**config.mk**
```make
export PLATFORM = sky130hd
export DESIGN_NAME = cc1200spi_regs_mc
export DESIGN_NICKNAME = d
export VERILOG_FILES = /design/src/rtl/cc1200spi_regs_pkg.sv /design/src/rtl/cc1200spi_ch_regs.sv /design/src/rtl/cc1200spi_regs_mc.sv
export SDC_FILE = /design/constraint.sdc
export NUM_CORES = 1
export LEC_CHECK = 0
export CAP_MARGIN = 20
export CORE_AREA = 5 5 252 254
export DETAILED_ROUTE_END_ITERATION = 7
export DIE_AREA = 0 0 257 259
export SYNTH_ARGS = -nofsm -noshare
export SYNTH_HDL_FRONTEND = slang
export SYNTH_SLANG_ARGS = --single-unit
export TNS_END_PERCENT = 30
```
**constraint.sdc**
```tcl
create_clock -name clk -period 6.24 [get_ports clk]
set_clock_uncertainty 0.05 [all_clocks]
set_input_delay 0.936 -clock clk [delete_from_list [all_inputs] [get_ports clk]]
set_output_delay 0.936 -clock clk [all_outputs]
set_load 0.03 [all_outputs]
```
**src/rtl/cc1200spi_regs_pkg.sv**
```systemverilog
// Shared register map and address-decode helper for the multi-channel
// CC1200 SPI/packet register bank.
package cc1200spi_regs_pkg;

    localparam logic [15:0] CH_STRIDE   = 16'h0040;
    localparam logic [15:0] GLOBAL_BASE = 16'h0400;
    localparam logic [15:0] VERSION_MAJ = 16'h0002;

    localparam logic [5:0] OFF_CTRL    = 6'h00;
    localparam logic [5:0] OFF_STATUS  = 6'h04;
    localparam logic [5:0] OFF_DOUT    = 6'h08;
    localparam logic [5:0] OFF_DIN     = 6'h0C;
    localparam logic [5:0] OFF_WR      = 6'h10;
    localparam logic [5:0] OFF_CLKDIV  = 6'h14;
    localparam logic [5:0] OFF_TXPKT   = 6'h18;
    localparam logic [5:0] OFF_RXPKT   = 6'h1C;
    localparam logic [5:0] OFF_TXWAIT  = 6'h20;
    localparam logic [5:0] OFF_CORTHRE = 6'h24;
    localparam logic [5:0] OFF_RFPOW   = 6'h28;

    localparam logic [15:0] G_IRQ_EN   = GLOBAL_BASE;
    localparam logic [15:0] G_IRQ_STAT = GLOBAL_BASE + 16'h0004;
    localparam logic [15:0] G_VERSION  = GLOBAL_BASE + 16'h0008;

    // Address-only slave error: unaligned, unmapped, missing channel or a
    // write to a read-only location.
    function automatic logic addr_err(input logic [15:0] a, input logic wr,
                                      input int unsigned nch);
        logic [5:0] off;
        logic [9:0] ch;
        off = a[5:0];
        ch  = a[15:6];
        if (a[1:0] != 2'b00)                  return 1'b1;
        if (a == G_IRQ_EN || a == G_IRQ_STAT) return 1'b0;
        if (a == G_VERSION)                   return wr;
        if (32'(ch) >= nch)                   return 1'b1;
        if (off > OFF_RFPOW)                  return 1'b1;
        if (wr && (off == OFF_DIN || off == OFF_RFPOW)) return 1'b1;
        return 1'b0;
    endfunction

endpackage

```
**src/rtl/cc1200spi_ch_regs.sv**
```systemverilog
// One channel's register window: config registers, Start pulse generation,
// Busy falling-edge detection and the sticky Done flag.
module cc1200spi_ch_regs
    import cc1200spi_regs_pkg::*;
(
    input  logic        clk,
    input  logic        rstn,
    input  logic        i_we,
    input  logic [5:0]  i_off,
    input  logic [31:0] i_wdata,
    input  logic        i_done_clr,
    input  logic        i_busy,
    input  logic [31:0] i_datain,
    input  logic [7:0]  i_rfpow,
    output logic [31:0] o_rdata,
    output logic        o_start,
    output logic        o_trans,
    output logic        o_receive,
    output logic [31:0] o_dataout,
    output logic [3:0]  o_wr,
    output logic [15:0] o_clkdiv,
    output logic [15:0] o_txwait,
    output logic [7:0]  o_txpkt,
    output logic [7:0]  o_rxpkt,
    output logic [7:0]  o_corthre,
    output logic        o_done
);

    logic        r_start, r_trans, r_receive, r_busy_d, r_done;
    logic [31:0] r_dataout;
    logic [3:0]  r_wr;
    logic [15:0] r_clkdiv, r_txwait;
    logic [7:0]  r_txpkt, r_rxpkt, r_corthre;
    logic        w_set, w_clr;

    assign w_set = r_busy_d & ~i_busy;
    assign w_clr = i_done_clr | (i_we & (i_off == OFF_STATUS) & i_wdata[1]);

    always_ff @(posedge clk or negedge rstn) begin
        if (!rstn) begin
            r_start   <= 1'b0;
            r_trans   <= 1'b0;
            r_receive <= 1'b0;
            r_busy_d  <= 1'b0;
            r_done    <= 1'b0;
            r_dataout <= '0;
            r_wr      <= '0;
            r_clkdiv  <= '0;
            r_txwait  <= '0;
            r_txpkt   <= '0;
            r_rxpkt   <= '0;
            r_corthre <= '0;
        end else begin
            r_busy_d <= i_busy;
            // A fresh falling edge beats a coincident W1C clear
            r_done   <= w_set | (r_done & ~w_clr);
            r_start  <= i_we & (i_off == OFF_CTRL) & i_wdata[0] & ~i_busy;
            if (i_we) begin
                case (i_off)
                    OFF_CTRL: begin
                        r_trans   <= i_wdata[1];
                        r_receive <= i_wdata[2];
                    end
                    OFF_DOUT:    r_dataout <= i_wdata;
                    OFF_WR:      r_wr      <= i_wdata[3:0];
                    OFF_CLKDIV:  r_clkdiv  <= i_wdata[15:0];
                    OFF_TXPKT:   r_txpkt   <= i_wdata[7:0];
                    OFF_RXPKT:   r_rxpkt   <= i_wdata[7:0];
                    OFF_TXWAIT:  r_txwait  <= i_wdata[15:0];
                    OFF_CORTHRE: r_corthre <= i_wdata[7:0];
                    default: ;
                endcase
            end
        end
    end

    always_comb begin
        o_rdata = '0;
        case (i_off)
            OFF_CTRL:    o_rdata = {29'd0, r_receive, r_trans, 1'b0};
            OFF_STATUS:  o_rdata = {30'd0, r_done, i_busy};
            OFF_DOUT:    o_rdata = r_dataout;
            OFF_DIN:     o_rdata = i_datain;
            OFF_WR:      o_rdata = {28'd0, r_wr};
            OFF_CLKDIV:  o_rdata = {16'd0, r_clkdiv};
            OFF_TXPKT:   o_rdata = {24'd0, r_txpkt};
            OFF_RXPKT:   o_rdata = {24'd0, r_rxpkt};
            OFF_TXWAIT:  o_rdata = {16'd0, r_txwait};
            OFF_CORTHRE: o_rdata = {24'd0, r_corthre};
            OFF_RFPOW:   o_rdata = {{24{i_rfpow[7]}}, i_rfpow};
            default:     o_rdata = '0;
        endcase
    end

    assign o_start   = r_start;
    assign o_trans   = r_trans;
    assign o_receive = r_receive;
    assign o_dataout = r_dataout;
    assign o_wr      = r_wr;
    assign o_clkdiv  = r_clkdiv;
    assign o_txwait  = r_txwait;
    assign o_txpkt   = r_txpkt;
    assign o_rxpkt   = r_rxpkt;
    assign o_corthre = r_corthre;
    assign o_done    = r_done;

endmodule

```
**src/rtl/cc1200spi_regs_mc.sv**
```systemverilog
// APB3 slave fronting NUM_CH CC1200 channel register windows plus a global
// block (IRQ enable/status, version) and the level interrupt.
module cc1200spi_regs_mc
    import cc1200spi_regs_pkg::*;
#(
    parameter int NUM_CH = 4,
    parameter int ADDR_W = 12
) (
    input  logic                 clk,
    input  logic                 rstn,
    input  logic [31:0]          APB_S_0_paddr,
    input  logic                 APB_S_0_psel,
    input  logic                 APB_S_0_penable,
    input  logic                 APB_S_0_pwrite,
    input  logic [31:0]          APB_S_0_pwdata,
    output logic [31:0]          APB_S_0_prdata,
    output logic                 APB_S_0_pready,
    output logic                 APB_S_0_pslverr,
    output logic [NUM_CH-1:0]    Start,
    output logic [NUM_CH-1:0]    Trans,
    output logic [NUM_CH-1:0]    Receive,
    input  logic [NUM_CH-1:0]    Busy,
    output logic [32*NUM_CH-1:0] DataOut,
    input  logic [32*NUM_CH-1:0] DataIn,
    output logic [4*NUM_CH-1:0]  WR,
    output logic [16*NUM_CH-1:0] ClockDiv,
    output logic [16*NUM_CH-1:0] Tx_wait,
    output logic [8*NUM_CH-1:0]  Tx_Pkt_size,
    output logic [8*NUM_CH-1:0]  Rx_Pkt_size,
    output logic [8*NUM_CH-1:0]  CorThre,
    input  logic [8*NUM_CH-1:0]  RFpow,
    output logic                 Irq
);

    logic                         r_pready, r_pslverr, r_irq;
    logic [31:0]                  r_prdata;
    logic [NUM_CH-1:0]            r_irq_en;
    logic [15:0]                  w_addr, w_busy16;
    logic [3:0]                   w_ch;
    logic                         w_is_glob, w_aerr, w_busy_serr;
    logic                         w_setup_end, w_complete, w_wr_ok, w_stat_wr;
    logic [31:0]                  w_rdata;
    logic [NUM_CH-1:0]            w_done;
    logic [NUM_CH-1:0][31:0]      w_ch_rdata;
    logic                         w_unused;

    assign w_unused    = ^APB_S_0_paddr[31:ADDR_W];
    assign w_addr      = 16'(APB_S_0_paddr[ADDR_W-1:0]);
    assign w_ch        = w_addr[9:6];
    assign w_is_glob   = (w_addr[15:6] == GLOBAL_BASE[15:6]);
    assign w_busy16    = 16'(Busy);
    assign w_aerr      = addr_err(w_addr, APB_S_0_pwrite, NUM_CH);
    // Start requested on a busy channel: still a legal write, but flagged
    assign w_busy_serr = ~w_aerr & ~w_is_glob & APB_S_0_pwrite &
                         (w_addr[5:0] == OFF_CTRL) & APB_S_0_pwdata[0] & w_busy16[w_ch];

    assign w_setup_end = APB_S_0_psel & APB_S_0_penable & ~r_pready;
    assign w_complete  = APB_S_0_psel & APB_S_0_penable & r_pready;
    assign w_wr_ok     = w_complete & APB_S_0_pwrite & ~w_aerr;
    assign w_stat_wr   = w_wr_ok & (w_addr == G_IRQ_STAT);

    for (genvar c = 0; c < NUM_CH; c++) begin : g_ch
        cc1200spi_ch_regs u_ch (
            .clk        (clk),
            .rstn       (rstn),
            .i_we       (w_wr_ok & ~w_is_glob & (w_ch == 4'(c))),
            .i_off      (w_addr[5:0]),
            .i_wdata    (APB_S_0_pwdata),
            .i_done_clr (w_stat_wr & APB_S_0_pwdata[c]),
            .i_busy     (Busy[c]),
            .i_datain   (DataIn[32*c +: 32]),
            .i_rfpow    (RFpow[8*c +: 8]),
            .o_rdata    (w_ch_rdata[c]),
            .o_start    (Start[c]),
            .o_trans    (Trans[c]),
            .o_receive  (Receive[c]),
            .o_dataout  (DataOut[32*c +: 32]),
            .o_wr       (WR[4*c +: 4]),
            .o_clkdiv   (ClockDiv[16*c +: 16]),
            .o_txwait   (Tx_wait[16*c +: 16]),
            .o_txpkt    (Tx_Pkt_size[8*c +: 8]),
            .o_rxpkt    (Rx_Pkt_size[8*c +: 8]),
            .o_corthre  (CorThre[8*c +: 8]),
            .o_done     (w_done[c])
        );
    end

    always_comb begin
        w_rdata = '0;
        if (w_is_glob) begin
            case (w_addr)
                G_IRQ_EN:   w_rdata = 32'(r_irq_en);
                G_IRQ_STAT: w_rdata = 32'(w_done);
                G_VERSION:  w_rdata = {VERSION_MAJ, 16'(NUM_CH)};
                default:    w_rdata = '0;
            endcase
        end else begin
            for (int c = 0; c < NUM_CH; c++)
                if (32'(w_ch) == c) w_rdata = w_ch_rdata[c];
        end
    end

    always_ff @(posedge clk or negedge rstn) begin
        if (!rstn) begin
            r_pready  <= 1'b0;
            r_pslverr <= 1'b0;
            r_prdata  <= '0;
            r_irq_en  <= '0;
            r_irq     <= 1'b0;
        end else begin
            r_pready  <= w_setup_end;
            // Response is captured as pready rises; pslverr self-clears after
            r_pslverr <= w_setup_end & (w_aerr | w_busy_serr);
            if (w_setup_end & ~APB_S_0_pwrite)
                r_prdata <= w_aerr ? 32'd0 : w_rdata;
            if (w_wr_ok & (w_addr == G_IRQ_EN))
                r_irq_en <= APB_S_0_pwdata[NUM_CH-1:0];
            r_irq <= |(w_done & r_irq_en);
        end
    end

    assign APB_S_0_pready  = r_pready;
    assign APB_S_0_pslverr = r_pslverr;
    assign APB_S_0_prdata  = r_prdata;
    assign Irq             = r_irq;

endmodule

```
; ---- After elaboration in Yosys (flattened, before gate mapping)
; Index checks and enable logic that the tools add are counted.
[word_totals]
register_bits = 427
[op_classes]
magnitude_cmp = 3
n_eq_ne = 17
n_mux = 47
bitwise_logic = 73
reduce_logical = 39
[op_table]
columns = operator, n
row1 = $pmux 32 s11, 4
row2 = $mux 32, 6
row3 = $reduce_and 2->1, 32
row4 = $pmux 18 s3, 1
row5 = $and 1x1->1, 51
row6 = $eq 12x11->1 const B, 3
row7 = $mux 1, 35
row8 = $eq 6x5->1 const B, 5
row9 = $eq 6x6->1 const B, 3
row10 = $eq 6x4->1 const B, 2
row11 = $not 1->1, 12
row12 = $or 1x1->1, 9
row13 = $eq 4x2->1 const B, 2
row14 = $eq 6x3->1 const B, 1
row15 = $ge 6x3->1 const B, 1
row16 = $gt 6x6->1 const B, 1
row17 = $logic_not 6->1, 1
row18 = $lt 4x5->1 const B, 1
row19 = $and 4x4->4, 1
row20 = $bmux 1 s4, 1
row21 = $eq 4x1->1 const B, 1
row22 = $logic_not 4->1, 1
row23 = $reduce_or 4->1, 1
row24 = $logic_or 1x1->1, 2
row25 = 2 further kinds, 2

; ---- Depth between registers and ports, before layout
; Gate-level depths: netlist (run 1).
[logic_depth]
word_depth = 34
ltp_mapped = 10
mapped_depth_nobuf = 6

; ---- By module
; A second synthesis (run 1) with hierarchy kept.
[hier_totals]
cells_unflattened = 1693
area_unflattened_um2 = 21325.5
[modules_own_cells]
columns = module, n_inst, cells_each, area_each_um2, seq_area_each_um2
row1 = cc1200spi_ch_regs, 4, 349, 4667.0, 2427.3
row2 = cc1200spi_regs_mc, 1, 297, 2657.5, 975.9

; ---- Worst setup path before layout (run 1)
; Ideal clock, no wire load.
[synth_path]
kind = input port to flip-flop
startpoint = input port APB_S_0_paddr[1]
endpoint = register g_ch[1].u_ch.r_clkdiv[10]
setup_time_ps = 128
arrival_time_ps = 2966
required_ps = 6062
slack_ps = 3096
cell_stages = 8
n_path_buf = 2
cell_sequence = buf_2 > o31a_1 > o21ai_2 > nand2_4 > nor4_4 > nand2_4 > buf_2 > mux2_1
[synth_via]
elab_chain_cells = 20
word_cells_on_any_way = 45
cone_classes = order compare (1) / eq/ne (6) / mux (29) / bitwise (4) / reduce/logical (5)
[synth_lines]
columns = item, line
row1 = start: declaration, cc1200spi_regs_mc.sv:11  ; input logic [31:0] APB_S_0_paddr,
row2 = $eq 6x4->1 / $eq 6x6->1 (equally long branches), cc1200spi_regs_pkg.sv:38  ; if (wr && (off == OFF_DIN || off == OFF_RFPOW)) return 1'b1;
row3 = $logic_or 1x1->1, cc1200spi_regs_pkg.sv:38
row4 = $logic_and 1x1->1, cc1200spi_regs_pkg.sv:38
row5 = $mux 1 (2 in a row), cc1200spi_regs_pkg.sv:38
row6 = $mux 1, cc1200spi_regs_pkg.sv:37  ; if (off > OFF_RFPOW) return 1'b1;
row7 = $mux 1, cc1200spi_regs_pkg.sv:36  ; if (32'(ch) >= nch) return 1'b1;
row8 = $mux 1, cc1200spi_regs_pkg.sv:35  ; if (a == G_VERSION) return wr;
row9 = $mux 1, cc1200spi_regs_pkg.sv:34  ; if (a == G_IRQ_EN || a == G_IRQ_STAT) return 1'b0;
row10 = [... 2 more ...], -
row11 = $mux 1, cc1200spi_regs_pkg.sv:37
row12 = $mux 1, cc1200spi_regs_pkg.sv:36
row13 = $mux 1, cc1200spi_regs_pkg.sv:35
row14 = $mux 1, cc1200spi_regs_pkg.sv:34
row15 = $not 1->1, cc1200spi_regs_mc.sv:59  ; assign w_wr_ok = w_complete & APB_S_0_pwrite & ~w_aerr;
row16 = $and 1x1->1, cc1200spi_regs_mc.sv:59
row17 = $and 1x1->1 (2 in a row), cc1200spi_regs_mc.sv:66  ; .i_we (w_wr_ok & ~w_is_glob & (w_ch == 4'(c))),
row18 = $reduce_and 2->1 (no line) *, -
row19 = end signal: assignment, cc1200spi_ch_regs.sv:66  ; OFF_CLKDIV: r_clkdiv <= i_wdata[15:0];
row20 = end: declaration, cc1200spi_ch_regs.sv:32  ; logic [15:0] r_clkdiv, r_txwait;
; Every way passes the cells marked *; elsewhere a longest branch is shown, timed or not. The select of a mux whose other input is x is not followed.
; A chain may end at the register's enable or synchronous reset.

; ---- Final worst setup path (run 1)
[layout_path]
startpoint = input port APB_S_0_paddr[6]
endpoint = register g_ch[2].u_ch.r_dataout[23]
[layout_via]
elab_chain_cells = 19
word_cells_on_any_way = 34
cone_classes = order compare (1) / eq/ne (5) / mux (21) / bitwise (5) / reduce/logical (2)
[layout_lines]
columns = item, line
row1 = $eq 12x11->1, cc1200spi_regs_pkg.sv:34
row2 = $logic_or 1x1->1, cc1200spi_regs_pkg.sv:34
row3 = $mux 1 (2 in a row), cc1200spi_regs_pkg.sv:34
row4 = $mux 1, cc1200spi_regs_pkg.sv:35
row5 = $mux 1, cc1200spi_regs_pkg.sv:36
row6 = $mux 1, cc1200spi_regs_pkg.sv:37
row7 = $mux 1, cc1200spi_regs_pkg.sv:38
row8 = $mux 1, cc1200spi_regs_pkg.sv:39  ; return 1'b0;
row9 = [... 2 more ...], -
row10 = $mux 1, cc1200spi_regs_pkg.sv:36
row11 = $mux 1, cc1200spi_regs_pkg.sv:35
row12 = $mux 1, cc1200spi_regs_pkg.sv:34
row13 = $not 1->1, cc1200spi_regs_mc.sv:59
row14 = $and 1x1->1, cc1200spi_regs_mc.sv:59
row15 = $and 1x1->1, cc1200spi_regs_mc.sv:66
row16 = $and 1x1->1 *, cc1200spi_regs_mc.sv:66
row17 = $reduce_and 2->1 (no line) *, -
row18 = end signal: assignment, cc1200spi_ch_regs.sv:64  ; OFF_DOUT: r_dataout <= i_wdata;
row19 = end: declaration, cc1200spi_ch_regs.sv:30  ; logic [31:0] r_dataout;
; Marks and branches as above.

==> results of run 1 <==
==> sequential cells by signal, summed over array words and instances (netlist names), 4 cells and up <==
register             flops
g_ch.u_ch.o_clkdiv      64
g_ch.u_ch.o_rxpkt       32
g_ch.u_ch.o_wr          16
g_ch.u_ch.o_txwait      64
g_ch.u_ch.o_corthre     32
g_ch.u_ch.o_trans        4
g_ch.u_ch.o_done         4
APB_S_0_prdata          32
g_ch.u_ch.o_dataout    128
g_ch.u_ch.o_start        4
g_ch.u_ch.o_txpkt       32
g_ch.u_ch.o_receive      4
r_irq_en                 4
g_ch.u_ch.r_busy_d       4
==> worst max-delay path, stage by stage <==
cell and delay (ns):
clkdlybuf4s50_1 0.82, nor3_1 0.15, nand2_1 0.37, o21ai_2 0.32, nor4_4 0.92, nand2_2 0.64, buf_4 0.45, mux2_2 0.32
==> synthesized netlist by cell type (5+ instances only) <==
master / n
a31o_2: 8
a21oi_1: 43
nand4_1: 18
inv_1: 8
dfrtp_1: 427
nor2_1: 21
a221oi_1: 86
nor3_1: 12
o31ai_1: 21
nand2_1: 74
and3_1: 24
buf_1: 18
mux2_2: 366
o21ai_0: 22
a32oi_1: 13
a22oi_1: 88
mux2_1: 29
clkbuf_1: 98
buf_2: 30
nand3_1: 31
mux2i_1: 7
a31oi_1: 14
buf_4: 12
nor3b_1: 5
a32o_1: 21
a22o_1: 19
a222oi_1: 21
a2111oi_0: 7
==> report_power, final <==
group	total, mW	leakage [nW]	internal, mW	switching (mW)
Combinational	0.425	6.16	0.172	0.253
Sequential	2.78	5.94	2.77	0.00238
Clock	2.94	0.795	1.76	1.18
==> metrics by stage <==
step                util [%]  power [mW]  area (um^2)  std cells
finish                  47.8        6.14        29200       3023
global route            47.8        6.34        29100       3022
CTS                     47.7        6.20        29100       3019
detailed placement      45.0        3.24        27500       2933
global placement        45.0        3.24        27500       2932
floorplan                  -        2.94        20300       1617
==> final timing paths <==
kind	from	end	slack, ns	depth (start not counted)
hold reg to reg	g_ch[0].u_ch.r_busy_d	g_ch[0].u_ch.o_done	0.43	1
min in group clk	g_ch[0].u_ch.r_busy_d	g_ch[0].u_ch.o_done	0.43	1
max in group asynchronous	rstn	g_ch[1].u_ch.o_txwait[13]	4.25	2
setup / recovery	APB_S_0_paddr[6]	g_ch[2].u_ch.o_dataout[23]	1.64	8
setup reg to reg	APB_S_0_pready	g_ch[2].u_ch.o_dataout[23]	2.54	5
hold / removal	rstn	g_ch[1].u_ch.o_rxpkt[6]	0.40	1
==> layout make-up <==
class                           count  area (um^2)
Antenna cell                        3         7.51
Fill cell                        5472        31900
Inverter                            8         30.0
Sequential cell                   427        10700
Tap cell                          790          988
Multi-Input combinational cell   1024         9020
Clock inverter                     12          180
Clock buffer                       74         1450
Timing Repair Buffer              685         6780
==> cells by family after synthesis <==
kind of cell    after synthesis  share of synthesized area [%]
mux                         406                           22.7
buf+inv                     166                           3.47
compound gates              391                           15.0
simple gates                226                           6.15
flops                       427                           52.6
xor+xnor                      1                         0.0431
==> layer usage <==
metal,GRT usage (%),vias to the layer above
li1,-,7443
met1,38.0,9440
met2,45.5,1037
met3,8.02,222
met4,10.7,4
met5,0,-
==> results.ini, run 1 <==
[outcome]
run_status=complete, no violations

[clock_network]
clock-sinks=427
cts_buffer_depth=3
cts_setup_buffers=0
numCtsBuffers=50
ctsHtreeMaxLevel=2
hold_buffers=0
clkSlewWorstSetupHoldPaths_ns=0.06
cts_root_buffer=clkbuf_16
ctsResizeCount=0
clock_latency_ns=0.58
cts_tree=built

[timing]
slew_viol_final=0
fmax_ghz=0.217
hold_viol_final=0
worst_slack_ns=1.64
period_needed_ns=4.60
setup_violations=0
worstMarginPinSlew_ns=1.04
rsz0062_at_grt=false
fin_crit_sh_pct=73.7
holdWs_ns=0.398
setup_tns_ns=0
relSlewSlack_pct=30.1

[floorplan]
design.core.area_mm2=0.0610
pin_count=648
num_rows=91
die-area_mm2=0.0666
fp.dieW_um=257
initial_core_util_pct=33.3
fp.dieH_um=259

[drt]
dr.pass1.iters=6
totalWireLength_um=100000
top_layer_used=met5
routedWlPerCell_um=33.1
antenna_left=0
met3_length_um=8870
via_per_inst=6.00
drt_iter0_markers=1834
wl_met2_um=46300
wl_met1_um=40700
drcViolationCount=0
vias=18100

[pwr]
power.density_mw_per_mm2=211
p_leak_nw=12.9
peakVddDrop_mv=0.169

[placed_design]
hpwl_um=70500
portBuffers=627
place.gp.congestion=0.901
place_ws_ns=1.15

[logic_synthesis]
syn-cell-area_mm2=0.0203
async_flop_share_pct=100
synthTopCellsByArea=dfrtp_1 (53%), mux2_2 (20%), a221oi_1 (3.7%)
ys_types=64
synth_area_per_cell_um2=12.6
synth_edf_count=0
synth_cells=1617
yosysSeqAreaShare_pct=52.6
ys_seq_elements=427
yosysWarningCount=0
ys.flop_type=dfrtp_1
yosys.area.top_type_share_pct=52.6
syn_nets=1850
netlist.top_cell.by_area=dfrtp_1

[cells_and_area]
final_common_cell=clkdlybuf4s50_1
area_delta_synth_final_pct=43.5
nets=2429
drive_gt1_share_pct=24.4
layout_common_cells=clkdlybuf4s50_1 (624), dfrtp_1 (427), mux2_2 (366)

[global_routing]
grt_remaining_overflow=0
grt_pass1_wl_um=142000
grt_start_max_net_pins=164
track_usage_pct=28.8
antenna_found_initial=5
grt_pass1_vias=18700

[worst_setup_path]
cp_max_fo=21
cp.required_ns=6.63
end_kind=flop
start_kind=input port
crit_type=in -> reg
worstPathArrival_ns=4.99

[job]
drv_cap=0

[min_path]
hold_path_class=in -> async

Power figures use the tool's default switching activity.
==> inputs of run 2 (changes only) <==
--- a/config.mk
+++ b/config.mk
@@ -6,9 +6,9 @@
 export NUM_CORES = 1
 export LEC_CHECK = 0
 export CAP_MARGIN = 20
-export CORE_AREA = 5 5 252 254
+export CORE_AREA = 5 5 247 249
 export DETAILED_ROUTE_END_ITERATION = 7
-export DIE_AREA = 0 0 257 259
+export DIE_AREA = 0 0 252 254
 export SYNTH_ARGS = -nofsm -noshare
 export SYNTH_HDL_FRONTEND = slang
 export SYNTH_SLANG_ARGS = --single-unit
==> constraint.sdc (replaced) <==
create_clock -name clk -period 4.4 [get_ports clk]
set_clock_uncertainty 0.05 [all_clocks]
set_input_delay 0.66 -clock clk [delete_from_list [all_inputs] [get_ports clk]]
set_output_delay 0.66 -clock clk [all_outputs]
set_load 0.03 [all_outputs]
==> run 2 against run 1 <==
Effect of this change:
- sequential share of layout area shrank 0.46 points
- combinational power grew 46%
- hold slack lost 0.31 ns
- wire length grew 0.68%
- global-route usage grew 1.3 points
- register-to-register slack lost 0.78 ns
- total power grew 41%
- cell count grew 0.89%
- via count grew 0.27%
- sequential power grew 42%
- clock power grew 41%
- largest cell class unchanged
- largest power group unchanged
- highest routed layer unchanged
==> results.ini, run 2 (synthesis results as in run 1) <==
[cells_and_area]
layout_common_cells=clkdlybuf4s50_1 (624), dfrtp_1 (427), mux2_2 (366)
drive_gt1_share_pct=25.5
area_delta_synth_final_pct=45.3
seq_area_mm2=0.0107
multi_input_area_mm2=0.00902
fillers=5245
final_common_cell=clkdlybuf4s50_1
layout.cells.non_filler=3050
largest_reg_flops=128
nets=2464

[drt]
dr.pass1.iters=8
vias=18200
routedWlPerCell_um=33.1
via_per_inst=5.97
drt_iter0_markers=2039
antenna_left=0
drcViolationCount=0
totalWireLength_um=101000

[pwr]
fin_total_pwr_mw=8.69
peakVddDrop_mv=0.255
p_leak_nw=13.1
power.density_mw_per_mm2=295

[worst_setup_path]
start_kind=input port
cp.required_ns=4.82
end_kind=flop
cp_max_fo=9
crit_type=in -> reg
worstPathArrival_ns=3.92

[clock_network]
clkSlewWorstSetupHoldPaths_ns=0.06
cts_buffer_depth=3
ctsResizeCount=0
cts_setup_buffers=0
clock_latency_ns=0.61
clock-sinks=427
cts_root_buffer=clkbuf_16
ctsHtreeMaxLevel=2
hold_buffers=0
numCtsBuffers=50
cts_tree=built

[global_routing]
grt_pass1_wl_um=141000
grt_start_max_net_pins=107
grt_pass1_vias=19000
track_usage_pct=30.1
grt_remaining_overflow=0
antenna_found_initial=13

[timing]
worstMarginPinSlew_ns=1.12
fin_crit_sh_pct=79.7
setup_tns_ns=0
slew_viol_final=0
relSlewSlack_pct=24.6
fmax_ghz=0.285
setup_violations=0
period_needed_ns=3.51
hold_viol_final=0
rsz0062_at_grt=false

[floorplan]
fp.dieH_um=254
initial_core_util_pct=34.7
num_rows=89
design.core.area_mm2=0.0585
pin_count=648
die-area_mm2=0.0640
fp.dieW_um=252

[min_path]
hold_path_class=in -> async

[job]
drv_cap=0

[placed_design]
portBuffers=627
hpwl_um=71700
place.gp.congestion=0.909
dpl.cell_count=2950

[outcome]
run_status=complete, no violations

==> run 2: stage by stage <==
| step | utilization [%] | setup WS, ns | instance area (um^2) | hold WS [ns] |
|---|---|---|---|---|
| 6_report | 50.5 | 0.894 | 29500 | 0.0843 |
| 5_1_grt | 50.5 | 0.892 | 29500 | 0.136 |
| 4_1_cts | 50.4 | 1.04 | 29500 | 0.100 |
| 3_5_place_dp | 47.6 | 0.420 | 27900 | 0.421 |
| 3_3_place_gp | 47.6 | 0.477 | 27900 | 0.401 |
| 2_1_floorplan | - | 1.53 | 20300 | 0.314 |
==> run 2: cell type report <==
type / count / share of cell area (%)
diodes: 6 / 0.0509
inverters: 8 / 0.102
multi-input cells: 1024 / 30.6
repair buffers: 720 / 24.4
clock inverters: 14 / 0.500
clock buffers: 78 / 4.94
well taps: 773 / 3.28
flip-flops and latches: 427 / 36.2
==> run 2: per-layer routing <==
layer | part of all wire [%] | global-route usage, % | routed length (um)
met5 | 0.013 | 0 | 13
met1 | 40 | 39.2 | 40400
met2 | 46 | 47.3 | 46600
met4 | 4.4 | 12.6 | 4410
met3 | 9.4 | 8.51 | 9480
==> run 2: where the power goes <==
part           total (mW)  internal [mW]  switching, mW
sequential           3.94           3.93        0.00281
clock                4.14           2.40           1.74
combinational       0.621          0.255          0.366
total                8.69           6.59           2.11
==> run 2: worst max-delay path, cell delays in order <==
cell             delay, ns
clkdlybuf4s50_1       0.72
nor3_1                0.13
nand2_1               0.37
o21ai_2               0.29
nor4_4                0.59
buf_4                 0.27
nand2_1               0.42
mux2_2                0.45
==> run 2: path summary, 6_finish.rpt <==
check | slack, ns | to | cells past startpoint | from
min in group clk | 0.43 | g_ch[3].u_ch.o_done | 1 | g_ch[3].u_ch.r_busy_d
min reg2reg | 0.43 | g_ch[3].u_ch.o_done | 1 | g_ch[3].u_ch.r_busy_d
max in group asynchronous | 3.09 | g_ch[1].u_ch.o_dataout[17] | 2 | rstn
max reg2reg | 1.76 | g_ch[2].u_ch.o_rxpkt[5] | 6 | APB_S_0_pready
min | 0.08 | g_ch[1].u_ch.o_clkdiv[5] | 1 | rstn
max | 0.89 | g_ch[2].u_ch.o_rxpkt[5] | 8 | APB_S_0_paddr[6]
